File: src/rtl/cpu_step_ctrl.sv
// cpu_step_ctrl: execute-strobe sequencer for the 8-bit CPU core.
// Runs the core on a timed tick or halt/single-step, fetching each
// instruction over a req/ack handshake at the core's pc.
//
// Ports:
//   clk50            system clock, posedge
//   reset            async active-low reset
//   run_sw           1=run, 0=halt/step (async)
//   step_btn         single-step button (async, bouncy)
//   bp_addr[7:0]     breakpoint pc
//   pc[7:0]          core program counter
//   imem_req         fetch request, held until ack
//   imem_addr[7:0]   fetch address
//   imem_ack         imem_data valid this cycle
//   imem_data[7:0]   instruction word
//   instr[7:0]       latched instruction to core
//   cpu_en           one-cycle execute strobe
//   halted           1 while halted
//   bp_hit           last halt came from the breakpoint
//
// Build option: define CPU_BREAKPOINT_EN to build the breakpoint
// comparator; without it bp_addr is ignored and bp_hit stays 0.
module cpu_step_ctrl #(
  parameter int DIV       = 25_000_000,
  parameter int DB_CYCLES = 500_000
) (
  input  logic       clk50,
  input  logic       reset,
  input  logic       run_sw,
  input  logic       step_btn,
  input  logic [7:0] bp_addr,
  input  logic [7:0] pc,
  output logic       imem_req,
  output logic [7:0] imem_addr,
  input  logic       imem_ack,
  input  logic [7:0] imem_data,
  output logic [7:0] instr,
  output logic       cpu_en,
  output logic       halted,
  output logic       bp_hit
);

  localparam int TW = (DIV > 2) ? $clog2(DIV) : 1;
  localparam int DW = $clog2(DB_CYCLES + 1);
  localparam logic [TW-1:0] T_LAST = TW'(DIV - 1);
  localparam logic [DW-1:0] D_LAST = DW'(DB_CYCLES - 1);

  typedef enum logic [1:0] {
    HALT,
    WAIT_TICK,
    FETCH,
    EXEC
  } state_t;

  state_t        state;
  logic          run_meta, run_s;
  logic          step_meta, step_s;
  logic          db_lvl, db_prev;
  logic [DW-1:0] db_cnt;
  logic [TW-1:0] tick_cnt;
  logic          tick;
  logic          step_evt;
  logic          step_mode;
  logic          bp_armed;
  logic          bp_fire;

  assign tick     = (tick_cnt == T_LAST);
  assign step_evt = db_lvl & ~db_prev;

`ifdef CPU_BREAKPOINT_EN
  assign bp_fire = bp_armed && (pc == bp_addr);
`else
  logic unused_bp;
  assign bp_fire   = 1'b0;
  assign unused_bp = ^{bp_addr, bp_armed};
`endif

  always_ff @(posedge clk50 or negedge reset) begin
    if (!reset) begin
      run_meta  <= 1'b0;
      run_s     <= 1'b0;
      step_meta <= 1'b0;
      step_s    <= 1'b0;
      db_lvl    <= 1'b0;
      db_prev   <= 1'b0;
      db_cnt    <= '0;
      tick_cnt  <= '0;
    end else begin
      run_meta  <= run_sw;
      run_s     <= run_meta;
      step_meta <= step_btn;
      step_s    <= step_meta;
      db_prev   <= db_lvl;
      tick_cnt  <= tick ? '0 : tick_cnt + 1'b1;
      // Any return to the current level restarts the stability window.
      if (step_s == db_lvl) begin
        db_cnt <= '0;
      end else if (db_cnt == D_LAST) begin
        db_lvl <= step_s;
        db_cnt <= '0;
      end else begin
        db_cnt <= db_cnt + 1'b1;
      end
    end
  end

  always_ff @(posedge clk50 or negedge reset) begin
    if (!reset) begin
      state     <= HALT;
      imem_req  <= 1'b0;
      imem_addr <= 8'h00;
      instr     <= 8'h00;
      cpu_en    <= 1'b0;
      halted    <= 1'b1;
      bp_hit    <= 1'b0;
      step_mode <= 1'b0;
      bp_armed  <= 1'b1;
    end else begin
      cpu_en <= 1'b0;
      unique case (state)
        HALT: begin
          if (run_s) begin
            state  <= WAIT_TICK;
            halted <= 1'b0;
            bp_hit <= 1'b0;
          end else if (step_evt) begin
            state     <= FETCH;
            step_mode <= 1'b1;
            imem_req  <= 1'b1;
            imem_addr <= pc;
            halted    <= 1'b0;
            bp_hit    <= 1'b0;
          end
        end
        WAIT_TICK: begin
          if (!run_s) begin
            state  <= HALT;
            halted <= 1'b1;
          end else if (tick) begin
            if (bp_fire) begin
              // Disarm so the next run/step executes this pc.
              state    <= HALT;
              halted   <= 1'b1;
              bp_hit   <= 1'b1;
              bp_armed <= 1'b0;
            end else begin
              state     <= FETCH;
              step_mode <= 1'b0;
              imem_req  <= 1'b1;
              imem_addr <= pc;
            end
          end
        end
        FETCH: begin
          if (imem_ack) begin
            instr    <= imem_data;
            imem_req <= 1'b0;
            cpu_en   <= 1'b1;
            state    <= EXEC;
          end
        end
        EXEC: begin
          bp_armed <= 1'b1;
          if (step_mode || !run_s) begin
            state  <= HALT;
            halted <= 1'b1;
          end else begin
            state <= WAIT_TICK;
          end
        end
        default: begin
          state  <= HALT;
          halted <= 1'b1;
        end
      endcase
    end
  end

endmodule
File: config.mk
export PLATFORM = sky130hd
export DESIGN_NAME = cpu_step_ctrl
export DESIGN_NICKNAME = d
export VERILOG_FILES = /design/src/rtl/cpu_step_ctrl.sv
export SDC_FILE = /design/constraint.sdc
export NUM_CORES = 1
export LEC_CHECK = 0
export CAP_MARGIN = 25
export CORE_ASPECT_RATIO = 0.7
export CORE_UTILIZATION = 42
export DETAILED_ROUTE_END_ITERATION = 8
export SYNTH_ARGS = -nofsm -noshare
export SYNTH_HDL_FRONTEND = slang
export SYNTH_SLANG_ARGS = --single-unit
File: constraint.sdc
create_clock -name clk50 -period 3.82 [get_ports clk50]
set_input_delay 0.382 -clock clk50 [delete_from_list [all_inputs] [get_ports clk50]]
set_output_delay 0.382 -clock clk50 [all_outputs]
set_load 0.01 [all_outputs]
==> impl_metrics.ini <==
[outcome]
status = complete, no violations

[worst_setup_path]
reg2regPathDepth = 6
startpoint_type = register
reg2reg_from = tick_cnt[0]
path_max_fanout = 8
cp.arrival_ns = 2.79
critPathTopFamily = simple AND/OR/NAND/NOR gates
max_stage_delay_ns = 0.55
cp.required_ns = 4.03
crit_slowest_cell = or4_4
worstReg2RegEnd = imem_addr[5]
path_depth = 6
reg2reg_slack_ns = 1.24
cp-end-kind = register
crit_buf_inv = 1
critical_path.cell_chain = ha_1, inv_1, or2_1, or4_4, o31a_1, mux2_4
setup.worst_path.class = register to register

[yosys]
ys_ff_latch = 72
synth_ff_type = dfrtp_1
synth.avg_cell_area_um2 = 11.1
synth_edf_count = 0
syn_inst = 304
synthesis.nets = 341
yosys-top-cells-count = 71 x dfrtp_1, 43 x nor2_1, 22 x nand2_1
synth_compound_area_frac = 0.0261
synth-simple-area-share = 0.199
synth_top_area_share = 0.529
synth_area_um2 = 3360
synthAdderAreaFrac = 0.0298
seq_area_frac_synth = 0.537
ys_types = 42
yosys_warnings = 0
ys_top_cells_by_area = dfrtp_1 53%, xor2_1 5.5%, nor2_1 4.8%
synth_top_family_by_area = simple AND/OR/NAND/NOR gates
synth_top_area_cell = dfrtp_1
yosysMostFrequentCell = dfrtp_1
synth_xor_xnor_area_share = 0.0991
synth.area.mux_share = 0.0812
synthArstFlopShare = 1.00

[placed_design]
port_buffers = 39
routabilityCongestion = 0.764
dpl-instance-area_um2 = 3840
hpwl_mm = 4.14
place_ws_ns = 1.20

[global_route]
grt_pass1_wl_mm = 10.7
grt_pass1_vias = 2223
grt-ovfl-total = 0
track_usage = 0.165
antenna_found_initial = 0
grt_max_degree = 73

[power_and_ir_drop]
power.share.clock = 0.427
combPwrFrac = 0.199
power.share.sequential = 0.374
p_sw_uw = 558
swShare = 0.234
irDropWorstVdd_v = 0.000427
p_per_area_nw_per_um2 = 566
leakage_nw = 1.84
p_int_mw = 1.82
total_power_mw = 2.38

[timing]
layout_setup_ws_ns = 1.24
maxSlewViolCount = 0
tightest_slew_ns = 0.905
fin_setup_tns_ns = 0
rsz0062_at_grt = no
finalSetupViolCount = 0
fmax_mhz = 388
holdWs_ns = 0.195
hold_viol = 0
finalCritPeriodShare = 0.674
skew_ns = 0.00549
min_period_ns = 2.58
relSlewSlack = 0.397

[floorplan]
dieArea_um2 = 8370
core_um2 = 7510
ios = 49
start_util = 0.447
die_w_um = 109
die_y_um = 76.8
num_rows = 26

[clock_tree]
cts_repair_resize_count = 0
insertion_delay_ns = 0.33
clock_sinks = 72
h-tree-depth = 3
cts_tree = done
post-cts-setup-buffers = 0
postCtsHoldBufs = 0
cts_buffer_depth = 2
clk_pin_slew_ns = 0.06
cts_buffers = 9
root_buffer = clkbuf_16

[detailed_routing]
postRouteAntennaNets = 0
drc = 0
wl_per_cell_um = 13.6
vias = 2300
drtIter0Drc = 119
dr.pass1.iters = 5
wl_mm = 6.14
via_per_inst = 5.10

[finish]
drive_above_1_share = 0.127
fin_area_um2 = 4210
area_growth_pct = 25.2
finish.net_count = 385
antennaDiodeCount = 0

[flow_run]
max_cap_violations = 0

[hold_path]
hold_path_class = primary input to async pin
power groups by stage:
stage	combinational, mW	clock [mW]	sequential [mW]
2_1_floorplan	0.244	0	0.927
3_3_place_gp	0.472	0	0.899
3_5_place_dp	0.479	0	0.902
4_1_cts	0.481	1.04	0.889
5_1_grt	0.530	1.07	0.899
6_report	0.475	1.02	0.890
worst reg2reg max path: stages (launching register included):
cell and delay, ns:
dfrtp_1 0.36, ha_1 0.29, inv_1 0.09, or2_1 0.34
or4_4 0.55, o31a_1 0.48, mux2_4 0.37
stage by stage:
step                      instances   util
after floorplan                 304      -
after global placement          435  0.511
after detailed placement        435  0.511
after CTS                       451  0.560
after global routing            451  0.560
final                           451  0.560
registers in the layout, summed over array words and instances, names as in the netlist:
signal and count:
state 2, run_s 1, halted 1, tick_cnt 25
imem_addr 8, db_cnt 19, step_s 1, instr 8
db_lvl 1, cpu_en 1, db_prev 1, imem_req 1
step_meta 1, step_mode 1, run_meta 1
cell usage in the layout, fill, tap and decap left out, drive strengths merged, types with 2 or more instances in the layout:
cell / count
nand2b: 4
nand2: 22
clkbuf: 10
nand4: 13
inv: 12
nor3: 8
ha: 8
nor2: 43
mux2i: 4
o21ai: 3
or2: 4
and4: 2
xnor2: 17
nand3: 14
buf: 2
dfrtp: 71
bufinv: 4
nor4: 11
clkinv: 2
clkdlybuf4s50: 38
mux2: 18
xor2: 21
nor2b: 2
and3: 4
final cells by class:
cell class / instances / area [um2]
Sequential cell: 72 / 1800
Tap cell: 98 / 123
Clock buffer: 10 / 239
Timing Repair Buffer: 40 / 395
Fill cell: 639 / 3310
Clock inverter: 6 / 130
Multi-Input combinational cell: 213 / 1470
Inverter: 12 / 45.0
metal layers:
metal	up-vias	wire length, um	global-route usage
li1	1135	-	-
met1	1111	3270	0.235
met2	49	2530	0.233
met3	5	275	0.0459
met4	0	63	0.0689
met5	-	0	0
worst max path at each step:
stage / startpoint / endpoint / slack [ns]
final: tick_cnt[0] / imem_addr[5] / 1.24
after global routing: tick_cnt[0] / imem_addr[1] / 1.05
after CTS: tick_cnt[0] / imem_addr[2] / 1.19
after detailed placement: tick_cnt[0] / imem_addr[1] / 1.20
after global placement: tick_cnt[0] / imem_addr[1] / 1.24
after floorplan: tick_cnt[0] / imem_addr[0] / 1.50
cell families (layout without fill, tap and decap cells):
| kind of cell | count (synthesis) | after routing |
|---|---|---|
| adders and majority gates | 8 | 8 |
| AOI/OAI and AO/OA | 12 | 12 |
| and+or+nand+nor | 132 | 132 |
| muxes | 22 | 22 |
| DFF | 72 | 72 |
| other | 1 | 1 |
| xor gates and xnor gates | 38 | 38 |
| buffers and inverters | 19 | 68 |
Note: power is estimated with default switching activity, not from simulation.
